$ cat config.mk
export PLATFORM = sky130hd
export DESIGN_NAME = pipe_hazard_ctrl
export DESIGN_NICKNAME = d
export VERILOG_FILES = /design/src/rtl/pipe_hazard_ctrl.sv
export SDC_FILE = /design/constraint.sdc
export NUM_CORES = 1
export LEC_CHECK = 0
export CAP_MARGIN = 40
export CORE_MARGIN = 2
export CORE_UTILIZATION = 46
export DETAILED_ROUTE_END_ITERATION = 12
export PLACE_DENSITY_LB_ADDON = 0.2
export SETUP_SLACK_MARGIN = 0.3
export SLEW_MARGIN = 20
export SYNTH_ARGS = -nofsm -noshare
export SYNTH_HDL_FRONTEND = slang
export SYNTH_SLANG_ARGS = --single-unit
$ cat constraint.sdc
create_clock -name clk -period 1.9 [get_ports clk]
set_input_delay 0.285 -clock clk [delete_from_list [all_inputs] [get_ports clk]]
set_output_delay 0.285 -clock clk [all_outputs]
set_load 0.01 [all_outputs]
$ cat src/rtl/pipe_hazard_ctrl.sv
// Stall/flush sequencer for the 5-stage 16-bit pipeline.
// Resolves load-use, taken-branch, memory-wait and memory-timeout hazards and keeps perf counters.
module pipe_hazard_ctrl #(
    parameter int unsigned FLUSH_CYCLES = 1,
    parameter int unsigned MEM_TIMEOUT  = 255,
    parameter int unsigned CNT_W        = 16
) (
    input  logic             clk,
    input  logic             rst,
    input  logic [2:0]       id_rs1,
    input  logic [2:0]       id_rs2,
    input  logic             id_use_rs1,
    input  logic             id_use_rs2,
    input  logic             ex_mem_read,
    input  logic [2:0]       ex_rd,
    input  logic             branch_taken,
    input  logic             mem_busy,
    input  logic             cnt_clr,
    output logic             pc_stall,
    output logic             if_id_stall,
    output logic             if_id_flush,
    output logic             id_ex_stall,
    output logic             id_ex_flush,
    output logic             ex_mem_stall,
    output logic             mem_timeout,
    output logic [CNT_W-1:0] stall_cnt,
    output logic [CNT_W-1:0] flush_cnt
);

    localparam int unsigned REM_W  = 3;
    localparam int unsigned WAIT_W = 8;

    localparam logic [1:0] RUN      = 2'd0;
    localparam logic [1:0] FLUSH    = 2'd1;
    localparam logic [1:0] MEM_WAIT = 2'd2;

    localparam logic [REM_W-1:0]  REM_LOAD   = REM_W'(FLUSH_CYCLES - 1);
    localparam logic [WAIT_W-1:0] WAIT_MAX   = '1;
    localparam logic [WAIT_W-1:0] TIMEOUT_AT = WAIT_W'(MEM_TIMEOUT);

    logic [1:0]        state, state_nxt;
    logic [1:0]        ret_state, ret_state_nxt;
    logic [1:0]        eff_state;
    logic [REM_W-1:0]  rem, rem_nxt;
    logic [WAIT_W-1:0] wait_cnt, wait_cnt_nxt;
    logic              timeout_nxt;
    logic              load_use;

    logic pc_stall_c, if_id_stall_c, if_id_flush_c;
    logic id_ex_stall_c, id_ex_flush_c, ex_mem_stall_c;

    assign load_use = ex_mem_read && (ex_rd != 3'd0) &&
                      ((id_use_rs1 && (id_rs1 == ex_rd)) || (id_use_rs2 && (id_rs2 == ex_rd)));

    // Leaving MEM_WAIT resumes the preserved state within the same cycle.
    assign eff_state = (state == MEM_WAIT) ? ret_state : state;

    always_ff @(posedge clk or negedge rst) begin
        if (!rst) begin
            state       <= RUN;
            ret_state   <= RUN;
            rem         <= '0;
            wait_cnt    <= '0;
            mem_timeout <= 1'b0;
        end else begin
            state       <= state_nxt;
            ret_state   <= ret_state_nxt;
            rem         <= rem_nxt;
            wait_cnt    <= wait_cnt_nxt;
            mem_timeout <= timeout_nxt;
        end
    end

    // Next state and hazard controls; mem_busy > branch/FLUSH > load_use.
    always_comb begin
        state_nxt      = state;
        ret_state_nxt  = ret_state;
        rem_nxt        = rem;
        wait_cnt_nxt   = wait_cnt;
        timeout_nxt    = mem_timeout;
        pc_stall_c     = 1'b0;
        if_id_stall_c  = 1'b0;
        if_id_flush_c  = 1'b0;
        id_ex_stall_c  = 1'b0;
        id_ex_flush_c  = 1'b0;
        ex_mem_stall_c = 1'b0;

        if (mem_busy) begin
            pc_stall_c     = 1'b1;
            if_id_stall_c  = 1'b1;
            id_ex_stall_c  = 1'b1;
            ex_mem_stall_c = 1'b1;
            state_nxt      = MEM_WAIT;
            if (state != MEM_WAIT) begin
                ret_state_nxt = state;
            end
            if (wait_cnt != WAIT_MAX) begin
                wait_cnt_nxt = wait_cnt + WAIT_W'(1);
            end
            if (wait_cnt_nxt == TIMEOUT_AT) begin
                timeout_nxt = 1'b1;
            end
        end else begin
            wait_cnt_nxt = '0;
            if (eff_state == FLUSH) begin
                if_id_flush_c = 1'b1;
                id_ex_flush_c = 1'b1;
                if (branch_taken) begin
                    rem_nxt   = REM_LOAD;
                    state_nxt = FLUSH;
                end else if (rem <= REM_W'(1)) begin
                    rem_nxt   = '0;
                    state_nxt = RUN;
                end else begin
                    rem_nxt   = rem - REM_W'(1);
                    state_nxt = FLUSH;
                end
            end else begin
                state_nxt = RUN;
                if (branch_taken) begin
                    if_id_flush_c = 1'b1;
                    id_ex_flush_c = 1'b1;
                    if (FLUSH_CYCLES > 1) begin
                        rem_nxt   = REM_LOAD;
                        state_nxt = FLUSH;
                    end
                end else if (load_use) begin
                    pc_stall_c    = 1'b1;
                    if_id_stall_c = 1'b1;
                    id_ex_flush_c = 1'b1;
                end
            end
        end
    end

    assign pc_stall     = rst & pc_stall_c;
    assign if_id_stall  = rst & if_id_stall_c;
    assign if_id_flush  = rst & if_id_flush_c;
    assign id_ex_stall  = rst & id_ex_stall_c;
    assign id_ex_flush  = rst & id_ex_flush_c;
    assign ex_mem_stall = rst & ex_mem_stall_c;

    // Saturating performance counters; cnt_clr wins over counting.
    always_ff @(posedge clk or negedge rst) begin
        if (!rst) begin
            stall_cnt <= '0;
            flush_cnt <= '0;
        end else if (cnt_clr) begin
            stall_cnt <= '0;
            flush_cnt <= '0;
        end else begin
            if (pc_stall && (stall_cnt != '1)) begin
                stall_cnt <= stall_cnt + CNT_W'(1);
            end
            if (if_id_flush && (flush_cnt != '1)) begin
                flush_cnt <= flush_cnt + CNT_W'(1);
            end
        end
    end

endmodule
==> impl_metrics.csv, run 1 <==
group,metric,value,unit
run_status,status,"finished with violations",
run_status,violations,"setup timing",
finish,drive_above_1_share,0.382,
drt,vias,2904,
yosys,synth_top_area_frac,0.444,
finish,fin_nets,456,
global_routing,grt_pass1_vias,2731,
global_routing,antenna_found_initial,0,
drt,viasPerCell,5.73,
finish,finalInstanceArea,0.00450,mm²
cts,postCtsHoldBufs,0,
finish,multi_input_area,0.00181,mm²
power_and_ir_drop,p_total,2000,µW
global_routing,grt_max_degree,26,
sta,fin_worst_skew,0.00966,ns
critical_path,crit_fanout,6,
yosys,synth_top_family_by_area,"simple AND/OR/NAND/NOR gates",
global_routing,grt_pass1_wl,13.0,mm
finish,nFillCells,360,
power_and_ir_drop,p_per_area,443,mW/mm²
power_and_ir_drop,p_int,1480,µW
critical_path,critical_path_class,"in2reg",
drt,ant_nets,0,
cts,cts_buffers,5,
finish,diodes,0,
critical_path,critPathLaunchType,"input port",
yosys,synth-simple-area-share,0.272,
sta,maxSlewHeadroom,0.598,
yosys,synth-xor-area-share,0.0680,
yosys,synth_compound_area_frac,0.129,
floorplan,die_area,0.00651,mm²
yosys,ys.flop_type,"dfrtp_1",
yosys,synth.most_common_cell,"dfrtp_1",
cts,htreeDepth,2,
yosys,syn_inst,291,
place,dpl.hpwl,5.21,mm
cts,clk_latency,0.31,ns
place,place_ws,-0.516,ns
cts,clkSlewWorstSetupHoldPaths,0.09,ns
sta,clock.fmax,465,MHz
power_and_ir_drop,combPwrFrac,0.153,
yosys,synth_seq_cells,48,
yosys,synth_top_cell_by_area,"dfrtp_1",
critical_path,crit_arrival,2.39,ns
yosys,async_reset_ff_frac,1.00,
yosys,syn_nets,313,
yosys,synth_common_cells,"48 x dfrtp_1, 30 x nor2_1, 22 x nand2_1, 18 x a21oi_1, 16 x xnor2_1",
drt,drc,0,
critical_path,cp_data_required_time,2.14,ns
yosys,netlist_area,0.00270,mm²
yosys,avgSynthCellArea,9.29,µm²
yosys,ys_top_cells_by_area,"dfrtp_1 44%, xnor2_1 5.2%, nor2_1 4.2%",
drt,drt_wl_total,8.91,mm
power_and_ir_drop,leakage,0.00213,µW
place,io_buffers,55,
hold_path,hp-class,"in2async",
sta,fin_ws,-0.252,ns
yosys,ys_seq_area_frac,0.444,
yosys,ys_warn_count,0,
power_and_ir_drop,clockPowerShare,0.325,
cts,cts.path.max_buffers,2,
yosys,synth_fa_ha_area_frac,0.0231,
yosys,synth_mux_area_frac,0.0319,
sta,min_period_over_period,1.13,
power_and_ir_drop,ir_drop,0.401,mV
place,gp_congestion,0.857,
job,drv_cap,0,
power_and_ir_drop,pwr-share-seq,0.522,
drt,firstDrtPassIters,4,
sta,hold_violations,0,
global_routing,gr-total-overflow,0,
floorplan,die_h,80.7,µm
yosys,yosysUniqueCellTypes,52,
sta,slew_violations,0,
sta,fin_crit,2.15,ns
global_routing,grt_usage,0.256,
cts,clock-sinks,48,
finish,area_growth,66.6,%
sta,finalSetupViolCount,33,
place,place_area,0.00379,mm²
sta,grt_setup_unrepaired,"yes",
finish,fin_util,0.803,
floorplan,pin_count,56,
floorplan,core-area,0.00561,mm²
power_and_ir_drop,switching_share,0.260,
floorplan,fp-row-count,27,
critical_path,endpoint_kind,"register",
drt,drt_iter0_markers,203,
cts,cts_tree,"built",
floorplan,start_util,0.482,
cts,cts-root-buf,"clkbuf_8",
power_and_ir_drop,power_switching,519,µW
floorplan,fp.dieW,80.7,µm
finish,seq_area,0.00121,mm²
sta,tightest_slew,0.597,ns
drt,wl_per_cell,17.6,µm
yosys,synth_edf_count,0,
## critical path: stages
cell,delay (ns)
clkdlybuf4s50_1,0.48
xnor2_2,0.24
nand4_1,0.19
buf_4,0.20
a21boi_4,0.16
buf_6,0.15
o21bai_4,0.10
or4_4,0.43
a21oi_2,0.15
## final timing paths
kind | cells after the start | slack (ns) | end | start
max | 9 | -0.25 | stall_cnt[14] | id_rs2[0]
min | 3 | 0.14 | state[0] | rst
max reg2reg | 8 | -0.16 | stall_cnt[14] | state[1]
min reg2reg | 1 | 0.49 | mem_timeout | mem_timeout
max in group asynchronous | 3 | 1.49 | stall_cnt[3] | rst
min in group clk | 1 | 0.49 | mem_timeout | mem_timeout
## power by group through the flow
stage | registers [µW] | clock network [µW] | logic [µW]
5_1_grt | 1040 | 695 | 325
6_report | 1040 | 649 | 305
3_3_place_gp | 1060 | 0 | 233
3_5_place_dp | 1060 | 0 | 239
2_1_floorplan | 1060 | 0 | 101
4_1_cts | 1040 | 647 | 260
## stage by stage
step	setup TNS [ns]	instances	hold slack, ns
6_report	-3.85	507	0.142
2_1_floorplan	-0.0601	291	-0.0106
4_1_cts	-1.89	478	0.145
3_5_place_dp	-10.60	453	0.469
5_1_grt	-5.49	507	0.184
3_3_place_gp	-9.10	453	0.470
## layout make-up
class                      count  area share
inverter                       9     0.00750
clock buffer                   8      0.0200
timing repair buffer         145       0.284
tap                           72      0.0200
multi-input combinational    225       0.401
sequential                    48       0.268
## cell usage in the layout, fill, tap and decap left out, types with 8 or more instances in the layout
master,count
nand2_1,20
buf_6,15
inv_1,9
nor2_1,28
o21ai_0,10
nand4_1,10
nand3_1,12
dlygate4sd2_1,20
xnor2_1,14
a21oi_2,8
clkdlybuf4s50_1,23
dfrtp_1,44
a21oi_1,10
buf_4,76
## registers in the layout, summed over array words and instances (netlist names)
name / flops
rem: 3
ret_state: 2
wait_cnt: 8
state: 2
mem_timeout: 1
stall_cnt: 16
flush_cnt: 16
## what timing repair did
item,CTS,global route
buffers inserted,16,29
endpoints found under the setup margin,59,51
gates cloned,1,0
gates resized for setup,66,44
pin swaps,10,25
## kinds of logic after synthesis
logic type / Yosys count
multiplexers: 8
adder cells (fa/ha/maj): 5
buffers and inverters: 19
AND/OR/NAND/NOR: 137
flip-flops: 48
AO/OA/AOI/OAI: 53
XOR/XNOR: 21
## per-layer routing
| layer | part of all wire | vias to the layer above | global-route usage | wire, µm |
|---|---|---|---|---|
| met3 | 0.044 | 23 | 0.0427 | 392 |
| met2 | 0.53 | 100 | 0.449 | 4760 |
| met4 | 0.024 | 0 | 0.0746 | 215 |
| met1 | 0.40 | 1442 | 0.323 | 3540 |
| li1 | - | 1339 | - | - |
| met5 | 0 | - | 0 | 0 |
No activity file was read; power rests on OpenSTA's default activity.
==> run 2, diff against run 1 <==
- CORE_UTILIZATION: 46 -> 51
- clock period: 1.9 -> 2.15 ns (I/O delays scaled with it)
==> run 2 against run 1 <==
Effect of this change: the run now ends clean; worst setup slack improved by 0.34 ns; die area fell by 9.3%; utilization rose by 2.3 points; cell count fell by 8.5%; wire length fell by 7.5%; clock power rose by 10%; largest cell class unchanged; largest power group unchanged.
==> impl_metrics.csv, run 2 (same netlist as run 1, synthesis figures left out) <==
group,metric,value,unit
run_status,status,"complete, no violations",
drt,drc,0,
finish,fin_nets,415,
sta,clock.fmax,486,MHz
global_routing,grt_pass1_vias,2532,
drt,wl_per_cell,17.8,µm
floorplan,core-area,0.00511,mm²
place,place_ws,-0.341,ns
place,gp_congestion,0.842,
sta,grt_setup_unrepaired,"yes",
global_routing,antenna_found_initial,0,
power_and_ir_drop,ir_drop,0.362,mV
floorplan,start_util,0.529,
sta,hold_violations,0,
sta,slew_violations,0,
place,io_buffers,55,
global_routing,gr-total-overflow,0,
cts,clk_latency,0.31,ns
global_routing,grt_pass1_wl,11.7,mm
cts,clock-sinks,48,
floorplan,fp.dieW,76.8,µm
drt,met3WireLength,454,µm
critical_path,slowest_stage,"dlygate4sd2_1",
cts,cts_buffers,5,
critical_path,critPathLaunchType,"input port",
job,drv_cap,0,
place,dp.cells,424,
sta,fin_worst_skew,0.0111,ns
hold_path,hp-class,"in2async",
drt,drt_wl_total,8.24,mm
cts,clkSlewWorstSetupHoldPaths,0.09,ns
critical_path,crit_fanout,4,
global_routing,grt_max_degree,35,
drt,highest_layer,"met4",
drt,vias,2743,
global_routing,grt_usage,0.244,
critical_path,critical_path_class,"in2out",
critical_path,cp_data_required_time,1.83,ns
critical_path,endpoint_kind,"output port",
finish,drive_above_1_share,0.299,
sta,finalSetupViolCount,0,
sta,whs,0.113,ns
place,dpl.hpwl,4.34,mm
cts,cts.path.max_buffers,2,
finish,top_regs,"flush_cnt (16), stall_cnt (16), wait_cnt (8)",
critical_path,crit_arrival,1.74,ns
floorplan,pin_count,56,
sta,maxSlewHeadroom,0.534,
finish,area_growth,56.1,%
cts,cts-root-buf,"clkbuf_8",
drt,route.met2.wl,4.28,mm
floorplan,die_area,0.00590,mm²
finish,fin_util,0.827,
finish,finalInstanceArea,0.00422,mm²
floorplan,fp-row-count,26,
power_and_ir_drop,p_per_area,450,mW/mm²
power_and_ir_drop,leakage,0.00178,µW
drt,drt_iter0_markers,176,
floorplan,die_h,76.8,µm
drt,viasPerCell,5.91,
sta,fin_ws,0.0910,ns
cts,htreeDepth,2,
drt,firstDrtPassIters,4,
sta,tightest_slew,0.697,ns
sta,fin_crit,2.06,ns
cts,cts_tree,"built",
critical_path,crit_chain,"dlygate4sd2_1 > xnor2_1 > nand4_1 > nand2_2 > nand2_1 > a21oi_2 > buf_2",
drt,met1Wirelength,3.29,mm
finish,fin_cells,464,
sta,min_period_over_period,0.958,
drt,ant_nets,0,
finish,final_common_cell,"dfrtp_1",
place,place_area,0.00347,mm²
finish,nFillCells,302,
critical_path,max_stage_delay,0.30,ns
finish,diodes,0,
finish,final_cell_mix,"46 x dfrtp_1, 37 x clkdlybuf4s50_1, 29 x buf_4",
-- run 2: changes by cell type in the layout (fill, tap and decap cells not counted), moves of 3 or more --
cell and delta:
buf_4 -47, clkdlybuf4s50_1 +14, dlygate4sd2_1 -11, buf_6 +3
-- run 2: critical path: cells and delay by family --
family / cells / cell delay [ns]
compound gates: 1 / 0.15
xor+xnor: 1 / 0.23
simple gates: 3 / 0.59
buf+inv: 2 / 0.45
-- run 2: report_power, final --
part	internal [µW]	switching (µW)	leakage [µW]	total, µW
sequential	912	11.1	0.000662	923
clock	411	305	0.0000645	715
combinational	125	135	0.00106	260
-- run 2: final cells by class --
class                      count  area, µm²  area share
tap                           70       87.6      0.0207
sequential                    48       1200       0.285
inverter                       9       33.8     0.00800
timing repair buffer         103        975       0.231
clock buffer                   7       96.3      0.0228
clock inverter                 1       30.0     0.00711
multi-input combinational    226       1800       0.425
-- run 2: repair_timing --
| item | CTS | global route |
|---|---|---|
| cloned | 3 | 0 |
| setup buffers | 11 | 17 |
| endpoints found under the setup margin | 33 | 37 |
| hold buffers | 1 | 0 |
| pin swaps | 38 | 45 |
| gates resized for setup | 68 | 45 |
| endpoints found under the hold margin | 3 | 0 |
-- run 2: worst paths after layout --
kind                                  start           end  slack [ns]  depth (start not counted)
worst max-delay path               ex_rd[2]   id_ex_flush        0.09                          7
worst min-delay path                    rst  ret_state[0]        0.11                          3
worst max register to register     state[0]  stall_cnt[1]        0.10                         10
worst min register to register  mem_timeout   mem_timeout        0.49                          1
max in group asynchronous               rst   wait_cnt[3]        1.47                          3
min in group clk                mem_timeout   mem_timeout        0.49                          1
-- run 2: through the flow --
stage	total power, µW	setup TNS, ns
global route	1970	0
floorplan	1020	0
CTS	1870	0
global placement	1120	-2.52
finish	1900	0
detailed placement	1130	-3.42
-- run 2: layer usage --
layer,vias to the layer above,global-route usage
li1,1255,-
met3,21,0.0459
met1,1352,0.304
met2,115,0.428
met5,-,0
met4,0,0.0764
